$ cat src/rtl/lcd_text_feeder.sv
// Streams a two-line text buffer to a character-LCD controller as DDRAM-address
// commands and character writes, pacing each transaction with a fixed idle gap.
module lcd_text_feeder #(
   parameter int unsigned COLS = 16,
   parameter int unsigned GAP  = 520,
   parameter int unsigned AW   = $clog2(COLS) + 1
) (
   input  logic          clk,
   input  logic          rst,
   input  logic          wr_en,
   input  logic [AW-1:0] wr_addr,
   input  logic [7:0]    wr_char,
   input  logic          refresh,
   input  logic          lcd_busy,
   output logic          lcd_enable,
   output logic [9:0]    lcd_bus,
   output logic          active,
   output logic          done
);

   localparam int unsigned IW = $clog2(2 * COLS + 2);
   localparam int unsigned BW = $clog2(2 * COLS);
   localparam int unsigned GW = $clog2(GAP + 1);
   localparam int unsigned CW = AW - 1;

   localparam logic [IW-1:0] LastIdx  = IW'(2 * COLS + 1);
   localparam logic [IW-1:0] Line1Idx = IW'(COLS + 1);
   localparam logic [IW-1:0] ColsIdx  = IW'(COLS);
   localparam logic [GW-1:0] GapLast  = GW'(GAP - 1);

   typedef enum logic [1:0] {StIdle, StWaitRdy, StIssue, StGap} state_e;

   state_e        state_q;
   logic [IW-1:0] idx_q;
   logic [GW-1:0] gap_cnt_q;
   logic          pending_q;

   logic [7:0]    buf_q [2*COLS];

   logic          wr_line;
   logic [CW-1:0] wr_col;
   logic          wr_ok;
   logic [BW-1:0] wr_ptr;
   logic [BW-1:0] rd_ptr;
   logic [9:0]    bus_next;

   always_comb begin
      wr_line = wr_addr[AW-1];
      wr_col  = wr_addr[CW-1:0];
      wr_ok   = 32'(wr_col) < COLS;
      wr_ptr  = BW'(wr_line ? (COLS + 32'(wr_col)) : 32'(wr_col));
      // Line 0 characters sit at idx 1..COLS, line 1 characters two slots later.
      rd_ptr  = (idx_q <= ColsIdx) ? BW'(idx_q - IW'(1)) : BW'(idx_q - IW'(2));
      if (idx_q == '0) begin
         bus_next = 10'h080;
      end else if (idx_q == Line1Idx) begin
         bus_next = 10'h0C0;
      end else begin
         bus_next = {2'b10, buf_q[rd_ptr]};
      end
   end

   always_ff @(posedge clk) begin
      if (rst) begin
         for (int i = 0; i < 2 * COLS; i++) begin
            buf_q[i] <= 8'h20;
         end
      end else if (wr_en && wr_ok) begin
         buf_q[wr_ptr] <= wr_char;
      end
   end

   always_ff @(posedge clk) begin
      if (rst) begin
         state_q    <= StIdle;
         idx_q      <= '0;
         gap_cnt_q  <= '0;
         pending_q  <= 1'b0;
         lcd_enable <= 1'b0;
         lcd_bus    <= 10'h000;
         active     <= 1'b0;
         done       <= 1'b0;
      end else begin
         lcd_enable <= 1'b0;
         done       <= 1'b0;
         // Requests during a pass collapse into a single follow-up pass.
         if (state_q != StIdle && refresh) begin
            pending_q <= 1'b1;
         end
         unique case (state_q)
            StIdle: begin
               if (refresh || pending_q) begin
                  state_q   <= StWaitRdy;
                  idx_q     <= '0;
                  pending_q <= 1'b0;
                  active    <= 1'b1;
               end
            end
            StWaitRdy: begin
               if (!lcd_busy) begin
                  state_q    <= StIssue;
                  lcd_enable <= 1'b1;
                  lcd_bus    <= bus_next;
               end
            end
            StIssue: begin
               gap_cnt_q <= '0;
               state_q   <= StGap;
            end
            StGap: begin
               if (gap_cnt_q == GapLast) begin
                  if (idx_q == LastIdx) begin
                     state_q <= StIdle;
                     done    <= 1'b1;
                     active  <= 1'b0;
                  end else begin
                     idx_q   <= idx_q + IW'(1);
                     state_q <= StWaitRdy;
                  end
               end else begin
                  gap_cnt_q <= gap_cnt_q + GW'(1);
               end
            end
            default: state_q <= StIdle;
         endcase
      end
   end

endmodule

$ cat config.mk
export PLATFORM = sky130hd
export DESIGN_NAME = lcd_text_feeder
export DESIGN_NICKNAME = d
export VERILOG_FILES = /design/src/rtl/lcd_text_feeder.sv
export SDC_FILE = /design/constraint.sdc
export NUM_CORES = 1
export LEC_CHECK = 0
export BUFFER_PORTS_ARGS = -buffer_cell sky130_fd_sc_hd__buf_4
export CORE_MARGIN = 3
export CORE_UTILIZATION = 45
export CTS_BUF_LIST = sky130_fd_sc_hd__clkbuf_8 sky130_fd_sc_hd__clkbuf_16
export CTS_CLUSTER_DIAMETER = 30
export DETAILED_ROUTE_END_ITERATION = 10
export SYNTH_ARGS = -nofsm -noshare
export SYNTH_HDL_FRONTEND = slang
export SYNTH_SLANG_ARGS = --single-unit
export TNS_END_PERCENT = 5
$ cat constraint.sdc
create_clock -name clk -period 3.2 [get_ports clk]
set_clock_uncertainty 0.1 [all_clocks]
set_input_delay 0.48 -clock clk [delete_from_list [all_inputs] [get_ports clk]]
set_output_delay 0.48 -clock clk [all_outputs]
set_load 0.01 [all_outputs]
==> reports/metrics.cfg <==
[critical_path]
worstPathCellList=inv_1 > ha_1 > or3b_1 > mux4_2 > nand2_2 > buf_4 > a2111oi_1 > buf_4 > o22ai_1 > a221o_1 > a22oi_2
reg2reg_slack_ns=0.06
r2r_start=idx_q[0]
slowest_delay_ns=0.50
required_ns=3.55
r2r_cells=11
crit_top_cell=buf_4
worst_ep_arrival_time_ns=3.49
critPathMaxFanout=8
end_kind=register
critPathKind=reg -> reg
critPathLaunchType=register
cp_slowest_cell=mux4_2
r2r-end=lcd_bus[2]

[global_routing]
grt_usage_pct=25.0
grt_pass1_wl_um=67600
grt-ovfl-total=0
grt_pass1_vias=10800
grt_antenna_before_repair=1
grt_max_degree=61

[cts]
cts_buffer_depth=3
ctsHoldBuffers=0
insertion_delay_ns=0.58
cts_buffers=70
htree_levels=3
cts.clk_slew.worst_paths_ns=0.05
ctsRootBufferMaster=clkbuf_16
cts_tree=done
clock_sinks=287

[routing]
routedWlPerCell_um=23.8
drtPass1Iterations=5
drt_iter0_drc=1055
vias_per_cell=5.85
ant_nets=0
drc=0
drt_wl_total_um=44700
vias=11000

[yosys]
synth_flop_cell=edfxtp_1
synth_area_leaders=edfxtp_1 51%, and2_1 9.4%, mux4_2 6.1%, dfxtp_1 4.1%, mux2i_1 3.4%
synth_area_sq_mm=0.0152
synthTopCellsByCount=256 x edfxtp_1, 227 x and2_1, 78 x nor2_1, 76 x nand2_1, 52 x mux2i_1
netlist_instances=1266
yosys.area.top_type=edfxtp_1
syn_nets=1296
synth_top_cell_area_share_pct=50.7
synth.most_common_cell=edfxtp_1
synth_edf_count=256
seq_area_frac_synth_pct=54.7
ys_seq_elements=287
ys_warn_count=0
synth_cell_type_count=73
ys_async_sr_fraction_pct=0
syn_avg_cell_area_sq_um=12.0

[finish]
n_antenna_cell=0
fin_nets=1412
stdcell_count=1882
nFillCells=2745
drive_gt1_share_pct=25.2
syn_to_final_growth_pct=24.4

[power_and_ir_drop]
p_leak_nw=7.03
vdd_drop_max_mv=0.580
power_density_mw_per_mm2=765

[hold_path]
min_path_type=in -> reg
hold_end=lcd_enable
whs_path_depth=2
worstHoldStart=lcd_busy

[timing]
drv_slew=0
setup_viol=0
max_freq_mhz=319
holdWs_ns=0.0459
finalCritPeriodShare_pct=98.0
grt_setup_unrepaired=false
worst_slew_pin_slew_ns=0.906
finalHoldViolations=0
fin_crit_ns=3.14
setup_tns_ns=0
max_slew_margin_pct=39.6

[outcome]
status=completed

[floorplan]
die_h_um=190
start_util_pct=46.2
core_area_sq_mm=0.0329
die_w_um=190
core.rowCount=66
die_area_sq_mm=0.0360
pin_count=31

[flow_run]
max_cap_violations=0

[placed_design]
dpl.hpwl_um=30300
place.port_buffers=29
place_congestion=0.966
placed_cells=1748

-- cell families (layout without fill, tap and decap cells) --
kind of cell	Yosys count	in the layout	share of synthesized area, %
other cells	1	1	0.0247
flops	287	287	54.7
xor+xnor	11	11	0.635
simple gates	563	563	20.9
compound gates	182	182	9.03
buf+inv	102	276	3.03
mux	108	108	10.6
fa+ha+maj	12	12	0.989
-- stage by stage --
stage | power (mW) | utilization, % | cell area, sq um | setup WS (ns)
after CTS | 14.5 | 57.3 | 18800 | 0.0540
after global placement | 7.26 | 49.9 | 16400 | 0.0173
final | 14.5 | 57.5 | 18900 | 0.0631
after global routing | 15.0 | 57.5 | 18900 | 0.00371
after detailed placement | 7.29 | 49.9 | 16400 | 0.00148
after floorplan | 6.23 | - | 15200 | 0.0791
-- cells in the final DEF, fill, tap and decap left out, drive strengths merged, types with 5 or more instances in the layout --
cell / synthesis / routed
nand2: 79 / 79
ha: 12 / 12
nor4: 7 / 7
or3: 36 / 36
a31oi: 8 / 8
xnor2: 5 / 5
a311o: 9 / 9
mux2: 15 / 15
o21ai: 22 / 22
bufinv: 0 / 8
clkinv: 0 / 29
edfxtp: 256 / 256
or4: 5 / 5
or2: 33 / 33
nand4: 5 / 5
inv: 14 / 29
buf: 38 / 132
a22oi: 9 / 9
and3: 22 / 22
o22ai: 13 / 13
a221oi: 6 / 6
nand2b: 9 / 9
nor2b: 8 / 8
nor2: 79 / 79
o21a: 5 / 5
xor2: 6 / 6
nand3: 29 / 29
a21oi: 30 / 30
mux2i: 52 / 52
dfxtp: 31 / 31
nor3: 8 / 8
nand3b: 5 / 5
a211oi: 26 / 26
a2111oi: 8 / 8
mux4: 41 / 41
clkbuf: 50 / 74
and2: 227 / 227
a32o: 6 / 6
-- registers in the layout, summed over array words and instances (netlist names) --
name        cells
buf_q         256
gap_cnt_q      10
lcd_bus         9
idx_q           6
state_q         2
active          1
done            1
lcd_enable      1
pending_q       1
-- power by group --
| group | total [mW] | internal, mW | switching (mW) |
|---|---|---|---|
| logic | 2.87 | 1.18 | 1.69 |
| clock network | 7.13 | 4.81 | 2.32 |
| registers | 4.46 | 4.31 | 0.143 |
-- layout make-up --
class                      count  area, sq um  share of cell area (%)
multi-input combinational    877         6470                    34.3
tap                          442          553                    2.93
clock buffer                  74         1820                    9.63
sequential                   287         8310                    44.0
clock inverter                56          598                    3.17
timing repair buffer         132         1080                    5.71
inverter                      14         52.6                   0.278
-- worst max path at each step --
stage                     slack (ns)     start    endpoint
after floorplan                 0.08  idx_q[0]  lcd_bus[3]
after global placement          0.02  idx_q[0]  lcd_bus[6]
after detailed placement       0.001  idx_q[2]  lcd_bus[0]
after CTS                       0.05  idx_q[2]  lcd_bus[0]
after global routing           0.004  idx_q[0]  lcd_bus[1]
final                           0.06  idx_q[0]  lcd_bus[2]
-- per-layer routing --
metal | global-route usage [%] | share of wire [%] | up-vias
li1 | - | - | 5003
met1 | 36.6 | 45 | 5457
met2 | 36.7 | 44 | 458
met3 | 5.45 | 7.5 | 89
met4 | 9.27 | 3.3 | 2
met5 | 1.10 | 0.12 | -
-- worst max-delay path, delay by kind of cell (launching register included) --
kind	cells	cell delay, ns
AND/OR/NAND/NOR	2	0.61
multiplexers	1	0.50
flip-flops	1	0.33
AO/OA/AOI/OAI	4	0.72
adder cells (fa/ha/maj)	1	0.24
buffers and inverters	3	0.49
-- what timing repair did --
item / CTS / global route
endpoints found under the setup margin: 2 / 6
buffers inserted: 0 / 4
gates resized for setup: 2 / 9
Power figures use the tool's default switching activity.
